File: config.mk
export PLATFORM = sky130hd
export DESIGN_NAME = spi_flash_arbiter
export DESIGN_NICKNAME = d
export VERILOG_FILES = /design/src/rtl/spi_flash_pkg.sv /design/src/rtl/spi_flash_arbiter_rr_pick2.sv /design/src/rtl/spi_flash_arbiter.sv
export SDC_FILE = /design/constraint.sdc
export NUM_CORES = 1
export LEC_CHECK = 0
export CORE_MARGIN = 2
export CORE_UTILIZATION = 46
export CTS_CLUSTER_SIZE = 20
export DETAILED_ROUTE_END_ITERATION = 10
export HOLD_SLACK_MARGIN = 0.06
export PLACE_DENSITY = 0.86
export SYNTH_ARGS = -nofsm -noshare
export SYNTH_HDL_FRONTEND = slang
export SYNTH_SLANG_ARGS = --single-unit
File: constraint.sdc
create_clock -name clk -period 8.3 [get_ports clk]
set_input_delay 1.66 -clock clk [delete_from_list [all_inputs] [get_ports clk]]
set_output_delay 1.66 -clock clk [all_outputs]
set_load 0.05 [all_outputs]
File: src/rtl/spi_flash_pkg.sv
// Shared widths, state encoding and command payload for the SPI flash arbiter.
package spi_flash_pkg;

    localparam int unsigned FLASH_ADDR_W = 24;
    localparam int unsigned FLASH_DATA_W = 32;
    localparam int unsigned FLASH_QUAD_W = 4;
    localparam int unsigned CNT_W        = 16;
    localparam int unsigned ERRC_W       = 8;

    localparam logic PORT_IFETCH = 1'b0;
    localparam logic PORT_DATA   = 1'b1;

    typedef enum logic [1:0] {
        IDLE = 2'd0,
        BUSY = 2'd1,
        GAP  = 2'd2
    } state_e;

    typedef struct packed {
        logic                    write;
        logic [FLASH_QUAD_W-1:0] quad;
        logic [FLASH_ADDR_W-1:0] addr;
        logic [FLASH_DATA_W-1:0] data;
    } flash_cmd_t;

    // Timeout counter saturates instead of wrapping.
    function automatic logic [ERRC_W-1:0] sat_inc(input logic [ERRC_W-1:0] v);
        return (&v) ? v : v + ERRC_W'(1);
    endfunction

endpackage

File: src/rtl/spi_flash_arbiter_rr_pick2.sv
// Two-way round-robin selector: a lone requester wins, a tie goes to the port not granted last.
module rr_pick2 (
    input  logic [1:0] req_i,
    input  logic       last_i,
    output logic [1:0] gnt_o_c
);

    always_comb begin
        gnt_o_c = req_i;
        if (req_i == 2'b11) begin
            gnt_o_c = last_i ? 2'b01 : 2'b10;
        end
    end

endmodule

File: src/rtl/spi_flash_arbiter.sv
// Shares one SPI flash controller between the fetch port (0, read-only) and the data port (1),
// holding one latched command until ready or watchdog expiry, then enforcing an idle gap.
module spi_flash_arbiter
    import spi_flash_pkg::*;
#(
    parameter int unsigned TIMEOUT_CYCLES = 4096,
    parameter int unsigned GAP_CYCLES     = 2
) (
    input  logic                    clk,
    input  logic                    reset,

    input  logic                    io_req0,
    input  logic [FLASH_ADDR_W-1:0] io_addr0,
    input  logic [FLASH_QUAD_W-1:0] io_quad0,
    output logic                    io_gnt0,
    output logic                    io_rsp_valid0,

    input  logic                    io_req1,
    input  logic                    io_write1,
    input  logic [FLASH_ADDR_W-1:0] io_addr1,
    input  logic [FLASH_DATA_W-1:0] io_wdata1,
    input  logic [FLASH_QUAD_W-1:0] io_quad1,
    output logic                    io_gnt1,
    output logic                    io_rsp_valid1,

    output logic [FLASH_DATA_W-1:0] io_rdata,
    output logic                    io_rsp_err,

    output logic                    io_flash_en,
    output logic                    io_flash_write,
    output logic [FLASH_QUAD_W-1:0] io_quad_io,
    output logic [FLASH_ADDR_W-1:0] io_flash_addr,
    output logic [FLASH_DATA_W-1:0] io_flash_data_in,
    input  logic [FLASH_DATA_W-1:0] io_flash_data_out,
    input  logic                    io_flash_ready,

    output logic                    io_busy,
    output logic [ERRC_W-1:0]       io_err_count
);

    localparam logic [1:0] S_IDLE = IDLE;
    localparam logic [1:0] S_BUSY = BUSY;
    localparam logic [1:0] S_GAP  = GAP;

    localparam logic [CNT_W-1:0] TMO_LOAD = CNT_W'(TIMEOUT_CYCLES - 1);
    localparam logic [CNT_W-1:0] GAP_LOAD = CNT_W'(GAP_CYCLES - 1);

    logic [1:0]              state_q, state_d;
    logic                    last_q, last_d;
    logic                    owner_q, owner_d;
    flash_cmd_t              cmd_q, cmd_d;
    logic [CNT_W-1:0]        cnt_q, cnt_d;
    logic                    gnt0_q, gnt0_d;
    logic                    gnt1_q, gnt1_d;
    logic                    rv0_q, rv0_d;
    logic                    rv1_q, rv1_d;
    logic [FLASH_DATA_W-1:0] rdata_q, rdata_d;
    logic                    rerr_q, rerr_d;
    logic                    en_q, en_d;
    logic                    busy_q, busy_d;
    logic [ERRC_W-1:0]       errc_q, errc_d;
    logic [1:0]              pick;

    rr_pick2 u_pick (
        .req_i   ({io_req1, io_req0}),
        .last_i  (last_q),
        .gnt_o_c (pick)
    );

    always_ff @(posedge clk or posedge reset) begin
        if (reset) begin
            state_q <= S_IDLE;
            last_q  <= PORT_DATA;
            owner_q <= PORT_IFETCH;
            cmd_q   <= '0;
            cnt_q   <= '0;
            gnt0_q  <= 1'b0;
            gnt1_q  <= 1'b0;
            rv0_q   <= 1'b0;
            rv1_q   <= 1'b0;
            rdata_q <= '0;
            rerr_q  <= 1'b0;
            en_q    <= 1'b0;
            busy_q  <= 1'b0;
            errc_q  <= '0;
        end else begin
            state_q <= state_d;
            last_q  <= last_d;
            owner_q <= owner_d;
            cmd_q   <= cmd_d;
            cnt_q   <= cnt_d;
            gnt0_q  <= gnt0_d;
            gnt1_q  <= gnt1_d;
            rv0_q   <= rv0_d;
            rv1_q   <= rv1_d;
            rdata_q <= rdata_d;
            rerr_q  <= rerr_d;
            en_q    <= en_d;
            busy_q  <= busy_d;
            errc_q  <= errc_d;
        end
    end

    // One down-counter serves as watchdog in BUSY and gap timer in GAP.
    always_comb begin
        state_d = state_q;
        last_d  = last_q;
        owner_d = owner_q;
        cmd_d   = cmd_q;
        cnt_d   = cnt_q;
        gnt0_d  = 1'b0;
        gnt1_d  = 1'b0;
        rv0_d   = 1'b0;
        rv1_d   = 1'b0;
        rdata_d = rdata_q;
        rerr_d  = rerr_q;
        en_d    = en_q;
        errc_d  = errc_q;

        case (state_q)
            S_IDLE: begin
                if (|pick) begin
                    state_d = S_BUSY;
                    en_d    = 1'b1;
                    cnt_d   = TMO_LOAD;
                    if (pick[PORT_DATA]) begin
                        owner_d    = PORT_DATA;
                        last_d     = PORT_DATA;
                        gnt1_d     = 1'b1;
                        cmd_d.write = io_write1;
                        cmd_d.quad  = io_quad1;
                        cmd_d.addr  = io_addr1;
                        cmd_d.data  = io_wdata1;
                    end else begin
                        owner_d    = PORT_IFETCH;
                        last_d     = PORT_IFETCH;
                        gnt0_d     = 1'b1;
                        cmd_d.write = 1'b0;
                        cmd_d.quad  = io_quad0;
                        cmd_d.addr  = io_addr0;
                        cmd_d.data  = '0;
                    end
                end
            end
            S_BUSY: begin
                if (io_flash_ready || (cnt_q == '0)) begin
                    state_d = S_GAP;
                    en_d    = 1'b0;
                    cnt_d   = GAP_LOAD;
                    rv0_d   = (owner_q == PORT_IFETCH);
                    rv1_d   = (owner_q == PORT_DATA);
                    if (io_flash_ready) begin
                        rdata_d = io_flash_data_out;
                        rerr_d  = 1'b0;
                    end else begin
                        rdata_d = '0;
                        rerr_d  = 1'b1;
                        errc_d  = sat_inc(errc_q);
                    end
                end else begin
                    cnt_d = cnt_q - CNT_W'(1);
                end
            end
            S_GAP: begin
                if (cnt_q == '0) begin
                    state_d = S_IDLE;
                end else begin
                    cnt_d = cnt_q - CNT_W'(1);
                end
            end
            default: begin
                state_d = S_IDLE;
                en_d    = 1'b0;
            end
        endcase

        busy_d = (state_d != S_IDLE);
    end

    assign io_gnt0          = gnt0_q;
    assign io_gnt1          = gnt1_q;
    assign io_rsp_valid0    = rv0_q;
    assign io_rsp_valid1    = rv1_q;
    assign io_rdata         = rdata_q;
    assign io_rsp_err       = rerr_q;
    assign io_flash_en      = en_q;
    assign io_flash_write   = cmd_q.write;
    assign io_quad_io       = cmd_q.quad;
    assign io_flash_addr    = cmd_q.addr;
    assign io_flash_data_in = cmd_q.data;
    assign io_busy          = busy_q;
    assign io_err_count     = errc_q;

endmodule
==> results of run 1 <==
## layer usage
| metal | global-route usage | vias up |
|---|---|---|
| met5 | 0 | - |
| met4 | 0.103 | 0 |
| met3 | 0.0832 | 38 |
| met2 | 0.444 | 233 |
| met1 | 0.308 | 2298 |
| li1 | - | 2116 |
## power breakdown
part           internal [mW]  switching, mW
Sequential             0.906          0.194
Combinational          0.735           1.39
Clock                  0.490          0.257
Total                   2.13           1.84
## layout make-up
class / instances / area share
clock inverters: 6 / 0.0128
flip-flops and latches: 128 / 0.381
well taps: 143 / 0.0213
inverters: 15 / 0.00698
repair buffers: 237 / 0.281
multi-input cells: 278 / 0.241
clock buffers: 23 / 0.0568
## through the flow
step | std cells | total power, mW | utilization | hold WS (ns)
after floorplan | 451 | 2.47 | - | 0.418
after global placement | 801 | 3.14 | 0.686 | 0.434
after detailed placement | 801 | 3.21 | 0.686 | 0.452
after CTS | 830 | 3.98 | 0.737 | 0.457
after global routing | 830 | 4.15 | 0.737 | 0.475
final | 830 | 3.97 | 0.737 | 0.456
## cell usage in the layout, fill, tap and decap left out, drive strengths merged, types with 5 or more instances in the layout
master and n:
dfrtp 127, nand4 5, a21oi 11, nor2 18, nor4 5, ha 8, o21ai 35, clkdlybuf4s50 233
nand2 34, clkbuf 23, mux2i 25, a22o 67, nand3 5, inv 15, a222oi 5
## critical path, cell delays in order
cell,delay [ns]
clkdlybuf4s50_1,0.60
nor2_1,0.14
a21oi_1,0.45
a21boi_0,1.08
o21ai_0,0.28
a221o_1,0.42
## flip-flops by register name (all words and copies together) (netlist names), 2 cells and up
| register | cells |
|---|---|
| cnt_q | 16 |
| io_err_count | 8 |
| io_flash_addr | 24 |
| io_flash_data_in | 32 |
| io_quad_io | 4 |
| io_rdata | 32 |
| state_q | 2 |
## cell families after synthesis
kind of cell	after synthesis	synth area share
XOR/XNOR	6	0.00975
adder cells (fa/ha/maj)	8	0.0186
multiplexers	26	0.0485
flip-flops	128	0.594
AND/OR/NAND/NOR	92	0.0912
AO/OA/AOI/OAI	146	0.204
buffers and inverters	45	0.0334
## worst min path at each step
stage | end | slack [ns] | cells past startpoint
after CTS | io_rsp_valid0 | 0.46 | 1
after global routing | io_rsp_valid0 | 0.47 | 1
after global placement | io_rsp_valid0 | 0.43 | 1
after detailed placement | io_rsp_valid0 | 0.45 | 1
after floorplan | io_rsp_valid0 | 0.42 | 1
final | io_rsp_valid0 | 0.46 | 1
==> impl_metrics.ini, run 1 <==
[timing]
max_slew.worst_pin.slew_ns = 1.32
setup_slack_ns = 3.97
maxSlewHeadroom = 0.114
rsz0062_at_grt = false
fin_worst_skew_ns = 0.00678
setup_tns_ns = 0
setup_viol = 0
finalHoldViolCount = 0
fmax_mhz = 231
final.min_clock_period_ns = 4.33
finalMaxSlewViolations = 0
finalCritPeriodShare = 0.522

[cells_and_area]
n_fill_cell = 743
final_cell_area_mm2 = 0.00842
drive_gt1_frac = 0.0655
diodes = 0
area_growth_pct = 56.2
seqCellArea_mm2 = 0.00320
multi_input_area_mm2 = 0.00203
final_net_count = 811

[worst_setup_path]
cp.required_ns = 8.59
path_class = in2reg
cp-start-kind = input port
worstPathMaxFanout = 11
rr_endpoint = cnt_q[5]
cp-startpoint = io_req0
endpoint_kind = flop
reg2reg_depth = 6
rr_startpoint = state_q[0]
worstPathArrival_ns = 4.63
worstSetupEndpoint = cnt_q[5]
rrSetupSlack_ns = 5.10

[clocking]
cts_hold_buf = 0
cts_tree = yes
htreeDepth = 4
path_clk_slew_ns = 0.05
cts_buffer_depth = 2
cts.repair.resized = 0
clock-sinks = 128
cts_setup_buffers = 0
clock_latency_ns = 0.41
cts_made_buffers = 17
root_buffer = clkbuf_16

[synth]
yosysTopAreaCellShare = 0.589
synthDistinctLibCells = 54
yosys-top-cells-count = dfrtp_1 (127), a22o_1 (67), nand2_1 (34)
synthArstFlopShare = 1.00
ys_ff_latch = 128
syn_nets = 585
yosysMostFrequentCell = dfrtp_1
synth_edf_count = 0
synthTopCellsByArea = dfrtp_1 (59%), a22o_1 (11%), mux2i_1 (4.6%)
synthCells = 451
ys_warn_count = 0
netlist_area_mm2 = 0.00539
yosysSeqAreaShare = 0.594
synth_area_per_cell_um2 = 12.0
synthFlopType = dfrtp_1
yosys.area.top_type = dfrtp_1

[routing]
dr.max_layer_used = met4
num_vias = 4685
avgViaCountPerCell = 5.64
drtPass1Iterations = 8
wl_met2_mm = 8.23
avgRoutedWirePerCell_um = 19.5
drc = 0
routed_wl_mm = 16.2
met1Wirelength_mm = 6.25
routed-wl-met3_mm = 1.23
drtIter0Drc = 428
postRouteAntennaNets = 0

[placement]
pre_cts_slack_ns = 3.74
dpl_cell_area_mm2 = 0.00783
place_hpwl_mm = 11.1
io_buffers = 233
gp_congestion = 0.931

[run_status]
status = completed

[die]
rows = 39
num_io_pins = 234
initial_core_util = 0.472
core_mm2 = 0.0114
die_x_um = 112
fp.dieArea_mm2 = 0.0126
fp.dieH_um = 112

[pwr]
ir_worst_vdd_v = 0.000283
cellPowerDensity_mw_per_mm2 = 472
p_leak_nw = 3.72

[worst_hold_path]
hp-start = owner_q
hp-class = reg2reg

[grt]
grt_pass1_vias = 4950
grt_max_degree = 89
track_usage = 0.261
grt_pass1_wl_mm = 25.9
grt_overflow = 0
antenna_found_initial = 0

[flow_run]
cap_violations = 0
Note: power is estimated with default switching activity, not from simulation.
==> run 2: changes to the inputs <==
--- a/config.mk
+++ b/config.mk
@@ -6,11 +6,11 @@
 export NUM_CORES = 1
 export LEC_CHECK = 0
 export CORE_MARGIN = 2
-export CORE_UTILIZATION = 46
+export CORE_UTILIZATION = 42
 export CTS_CLUSTER_SIZE = 20
 export DETAILED_ROUTE_END_ITERATION = 10
 export HOLD_SLACK_MARGIN = 0.06
-export PLACE_DENSITY = 0.86
+export PLACE_DENSITY = 0.8
 export SYNTH_ARGS = -nofsm -noshare
 export SYNTH_HDL_FRONTEND = slang
 export SYNTH_SLANG_ARGS = --single-unit
==> constraint.sdc (replaced) <==
create_clock -name clk -period 4 [get_ports clk]
set_input_delay 0.8 -clock clk [delete_from_list [all_inputs] [get_ports clk]]
set_output_delay 0.8 -clock clk [all_outputs]
set_load 0.05 [all_outputs]
==> run 2 against run 1 <==
Combinational power is 110% higher. Non-clock buffer count is 6 higher. Via count is 1.7% lower. Critical path type unchanged. Critical endpoint is now cnt_q[14].
==> impl_metrics.ini, run 2 (synthesis results as in run 1) <==
[run_status]
status = completed

[clocking]
cts_made_buffers = 17
htreeDepth = 4
cts_tree = yes
cts_hold_buf = 0
clock_latency_ns = 0.41
path_clk_slew_ns = 0.06
cts_buffer_depth = 2
cts_setup_buffers = 0
cts.repair.resized = 0
root_buffer = clkbuf_16
clock-sinks = 128

[cells_and_area]
area_growth_pct = 57.9
final_net_count = 817
diodes = 0
multi_input_area_mm2 = 0.00203
n_fill_cell = 938
final_cells = 868
drive_gt1_frac = 0.0790
seqCellArea_mm2 = 0.00320
layout_common_cells = clkdlybuf4s50_1 (233), dfrtp_1 (127), a22o_1 (67)
layout_commonest_cell = clkdlybuf4s50_1

[worst_setup_path]
cp.required_ns = 4.33
worstPathMaxFanout = 10
worstPathArrival_ns = 3.00
endpoint_kind = flop
cp-start-kind = input port
path_class = in2reg
rr_startpoint = cnt_q[0]
cp-startpoint = io_req0

[routing]
avgViaCountPerCell = 5.31
drtIter0Drc = 274
dr.max_layer_used = met4
postRouteAntennaNets = 0
drtPass1Iterations = 6
wl_met2_mm = 7.49
num_vias = 4607
routed_wl_mm = 15.3
routed-wl-met3_mm = 1.30
met1Wirelength_mm = 6.25
avgRoutedWirePerCell_um = 17.7
drc = 0

[timing]
final.min_clock_period_ns = 2.68
setup_tns_ns = 0
hold_ws_ns = 0.447
setup_slack_ns = 1.32
fin_worst_skew_ns = 0.0100
setup_viol = 0
finalCritPeriodShare = 0.669
maxSlewHeadroom = 0.404
finalHoldViolCount = 0
max_slew.worst_pin.slew_ns = 0.894
fmax_mhz = 373
finalMaxSlewViolations = 0
rsz0062_at_grt = false

[pwr]
power_mw = 8.17
ir_worst_vdd_v = 0.000570
cellPowerDensity_mw_per_mm2 = 960
p_leak_nw = 3.74

[die]
core_mm2 = 0.0126
rows = 41
fp.dieH_um = 117
fp.dieArea_mm2 = 0.0138
num_io_pins = 234
initial_core_util = 0.429
die_x_um = 117

[grt]
grt_max_degree = 80
track_usage = 0.224
grt_overflow = 0
grt_pass1_vias = 4732
antenna_found_initial = 0
grt_pass1_wl_mm = 24.8

[placement]
gp_congestion = 0.911
place_hpwl_mm = 10.9
place_inst = 836
pre_cts_slack_ns = 0.890
io_buffers = 233

[worst_hold_path]
hp-class = reg2reg
hp-start = owner_q

[flow_run]
cap_violations = 0
==> run 2: layout make-up <==
class,count,share of cell area
clock buffers,20,0.0525
clock inverters,12,0.0159
inverters,15,0.00706
multi-input cells,278,0.238
flip-flops and latches,128,0.377
well taps,172,0.0253
repair buffers,243,0.284
==> run 2: worst paths after layout <==
| check | to | slack, ns | cells after the start |
|---|---|---|---|
| min in group asynchronous | io_flash_data_in[15] | 0.77 | 2 |
| max in group asynchronous | last_q | 2.46 | 3 |
| worst max-delay path | cnt_q[14] | 1.32 | 6 |
| worst max register to register | cnt_q[5] | 1.34 | 7 |
| worst min register to register | io_rsp_valid0 | 0.45 | 1 |
| worst min-delay path | io_rsp_valid0 | 0.45 | 1 |
==> run 2: routing by layer <==
metal | global-route usage | vias up
li1 | - | 2139
met1 | 0.280 | 2224
met2 | 0.366 | 220
met3 | 0.0749 | 24
met4 | 0.0753 | 0
met5 | 0 | -
==> run 2: critical path, cell delays in order <==
cell and delay [ns]:
clkdlybuf4s50_1 0.59, nor2_1 0.11, a21oi_1 0.41, o21ai_1 0.39
or4_1 0.58, mux2i_1 0.13
==> run 2: through the flow <==
step / cell area, um^2 / util
after global placement: 7930 / 0.631
final: 8510 / 0.677
after detailed placement: 7930 / 0.631
after CTS: 8510 / 0.677
after global routing: 8510 / 0.677
after floorplan: 5400 / -
==> run 2: where the power goes <==
part | internal, mW | switching, mW
Combinational | 1.55 | 2.85
Sequential | 1.88 | 0.384
Clock | 0.935 | 0.572
==> run 3: changes to the inputs <==
==> constraint.sdc (replaced) <==
create_clock -name clk -period 2.6 [get_ports clk]
set_input_delay 0.52 -clock clk [delete_from_list [all_inputs] [get_ports clk]]
set_output_delay 0.52 -clock clk [all_outputs]
set_load 0.05 [all_outputs]
==> run 3 against run 2 <==
Global-route usage up 0.93 points. Combinational power up 57%. Via count grew 0.28%. Final area grew 1.9%. Highest routed layer unchanged. Die area is the same. Critical path type is now reg2reg. Clock power up 70%. Largest power group unchanged. Utilization is 1.3 points higher. Count of clock-buffer cells in the layout up 4. Setup slack lost 1.1 ns. First-iteration DRC count shrank 4.0%.
==> impl_metrics.ini, run 3 (synthesis results as in run 1) <==
[timing]
fmax_mhz = 424
finalCritPeriodShare = 0.906
hold_ws_ns = 0.476
max_slew.worst_pin.slew_ns = 0.659
maxSlewHeadroom = 0.561
setup_slack_ns = 0.244
rsz0062_at_grt = false
finalMaxSlewViolations = 0
final.min_clock_period_ns = 2.36
setup_tns_ns = 0
fin_worst_skew_ns = 0.00666
setup_viol = 0
finalHoldViolCount = 0

[pwr]
cellPowerDensity_mw_per_mm2 = 1500
p_leak_nw = 3.84
ir_worst_vdd_v = 0.000937

[die]
core_mm2 = 0.0126
fp.dieH_um = 117
num_io_pins = 234
initial_core_util = 0.429
fp.dieArea_mm2 = 0.0138
die_x_um = 117
rows = 41

[worst_setup_path]
cp-start-kind = flop
critical_path.top_delay_family = simple AND/OR/NAND/NOR gates
path_class = reg2reg
cp_num_buf_inv = 1
worstPathArrival_ns = 2.69
cp_cell_sequence = inv_1 > ha_1 > or3b_2 > nor4_4 > nand3b_1 > or4_1 > mux2i_1
reg2reg_depth = 7
cpPeakStageDelay_ns = 0.54
cp.required_ns = 2.93
worst-path-stages = 7
cpMaxStageDelayCell = or3b_2
worstPathMaxFanout = 4
endpoint_kind = flop

[clocking]
cts_setup_buffers = 0
path_clk_slew_ns = 0.06
clock_latency_ns = 0.41
cts_buffer_depth = 2
htreeDepth = 4
cts_tree = yes
root_buffer = clkbuf_16
cts_made_buffers = 17
cts.repair.resized = 0
clock-sinks = 128
cts_hold_buf = 0

[placement]
io_buffers = 233
dpl_cell_area_mm2 = 0.00802
place_hpwl_mm = 11.3
pre_cts_slack_ns = 0.109
gp_congestion = 0.872

[grt]
grt_max_degree = 129
track_usage = 0.233
grt_pass1_vias = 4951
grt_pass1_wl_mm = 25.7
grt_overflow = 0
antenna_found_initial = 0

[routing]
drtPass1Iterations = 5
drc = 0
drtIter0Drc = 263
avgViaCountPerCell = 5.25
postRouteAntennaNets = 0
avgRoutedWirePerCell_um = 17.7
routed_wl_mm = 15.6
num_vias = 4620

[cells_and_area]
final_cell_area_mm2 = 0.00867
drive_gt1_frac = 0.0946
area_growth_pct = 60.8
diodes = 0
layout_commonest_cell = clkdlybuf4s50_1
final_net_count = 829
layout_common_cells = clkdlybuf4s50_1 (233), dfrtp_1 (127), a22o_1 (67)

[worst_hold_path]
hp-class = reg2reg
hold_path_depth = 2

[run_status]
status = completed

[flow_run]
cap_violations = 0
[run 3: cell types whose count changed in the layout (fill, tap and decap cells not counted)]
| cell | previous run | this run |
|---|---|---|
| buf_4 | 9 | 21 |
| clkbuf_8 | 1 | 5 |
| clkinvlp_4 | 5 | 2 |
| bufinv_16 | 2 | 4 |
| clkinv_2 | 2 | 1 |
| clkinv_4 | 3 | 2 |
| inv_6 | 1 | 0 |
[run 3: final timing paths]
path	from	end	slack, ns
max	cnt_q[0]	cnt_q[14]	0.24
min	io_flash_addr[21]	io_flash_addr[21]	0.48
max reg2reg	cnt_q[0]	cnt_q[14]	0.24
min reg2reg	io_flash_addr[21]	io_flash_addr[21]	0.48
max in group asynchronous	reset	io_rdata[15]	1.45
min in group asynchronous	reset	io_flash_data_in[5]	0.68
[run 3: routing by layer]
metal  wire, um  GRT usage  vias to the layer above
met1       6390      0.283                     2241
met2       7580      0.384                      201
met5          0          0                        -
met3       1230     0.0773                       25
met4        383     0.0934                        0
li1           -          -                     2153
[run 3: per-stage QoR]
stage,cells,util,total power [mW]
2_1_floorplan,451,-,7.89
3_3_place_gp,848,0.638,10.2
3_5_place_dp,848,0.638,10.4
4_1_cts,880,0.690,13.0
5_1_grt,880,0.690,13.6
6_report,880,0.690,13.0
[run 3: layout make-up]
class                   count  area (um^2)
fillers                   916         3900
clock inverters             8          150
inverters                  15         60.1
multi-input cells         278         2030
repair buffers            255         2510
flip-flops and latches    128         3200
clock buffers              24          502
well taps                 172          215
[run 3: report_power, final]
group	leakage (nW)	internal, mW	switching (mW)
registers	1.61	2.89	0.593
logic	1.92	2.47	4.43
clock network	0.317	1.74	0.840
[run 3: worst register-to-register path, delay by kind of cell (launching register included)]
| kind | cells | cell delay, ns |
|---|---|---|
| buf+inv | 1 | 0.13 |
| mux | 1 | 0.13 |
| fa+ha+maj | 1 | 0.23 |
| flops | 1 | 0.41 |
| simple gates | 4 | 1.39 |
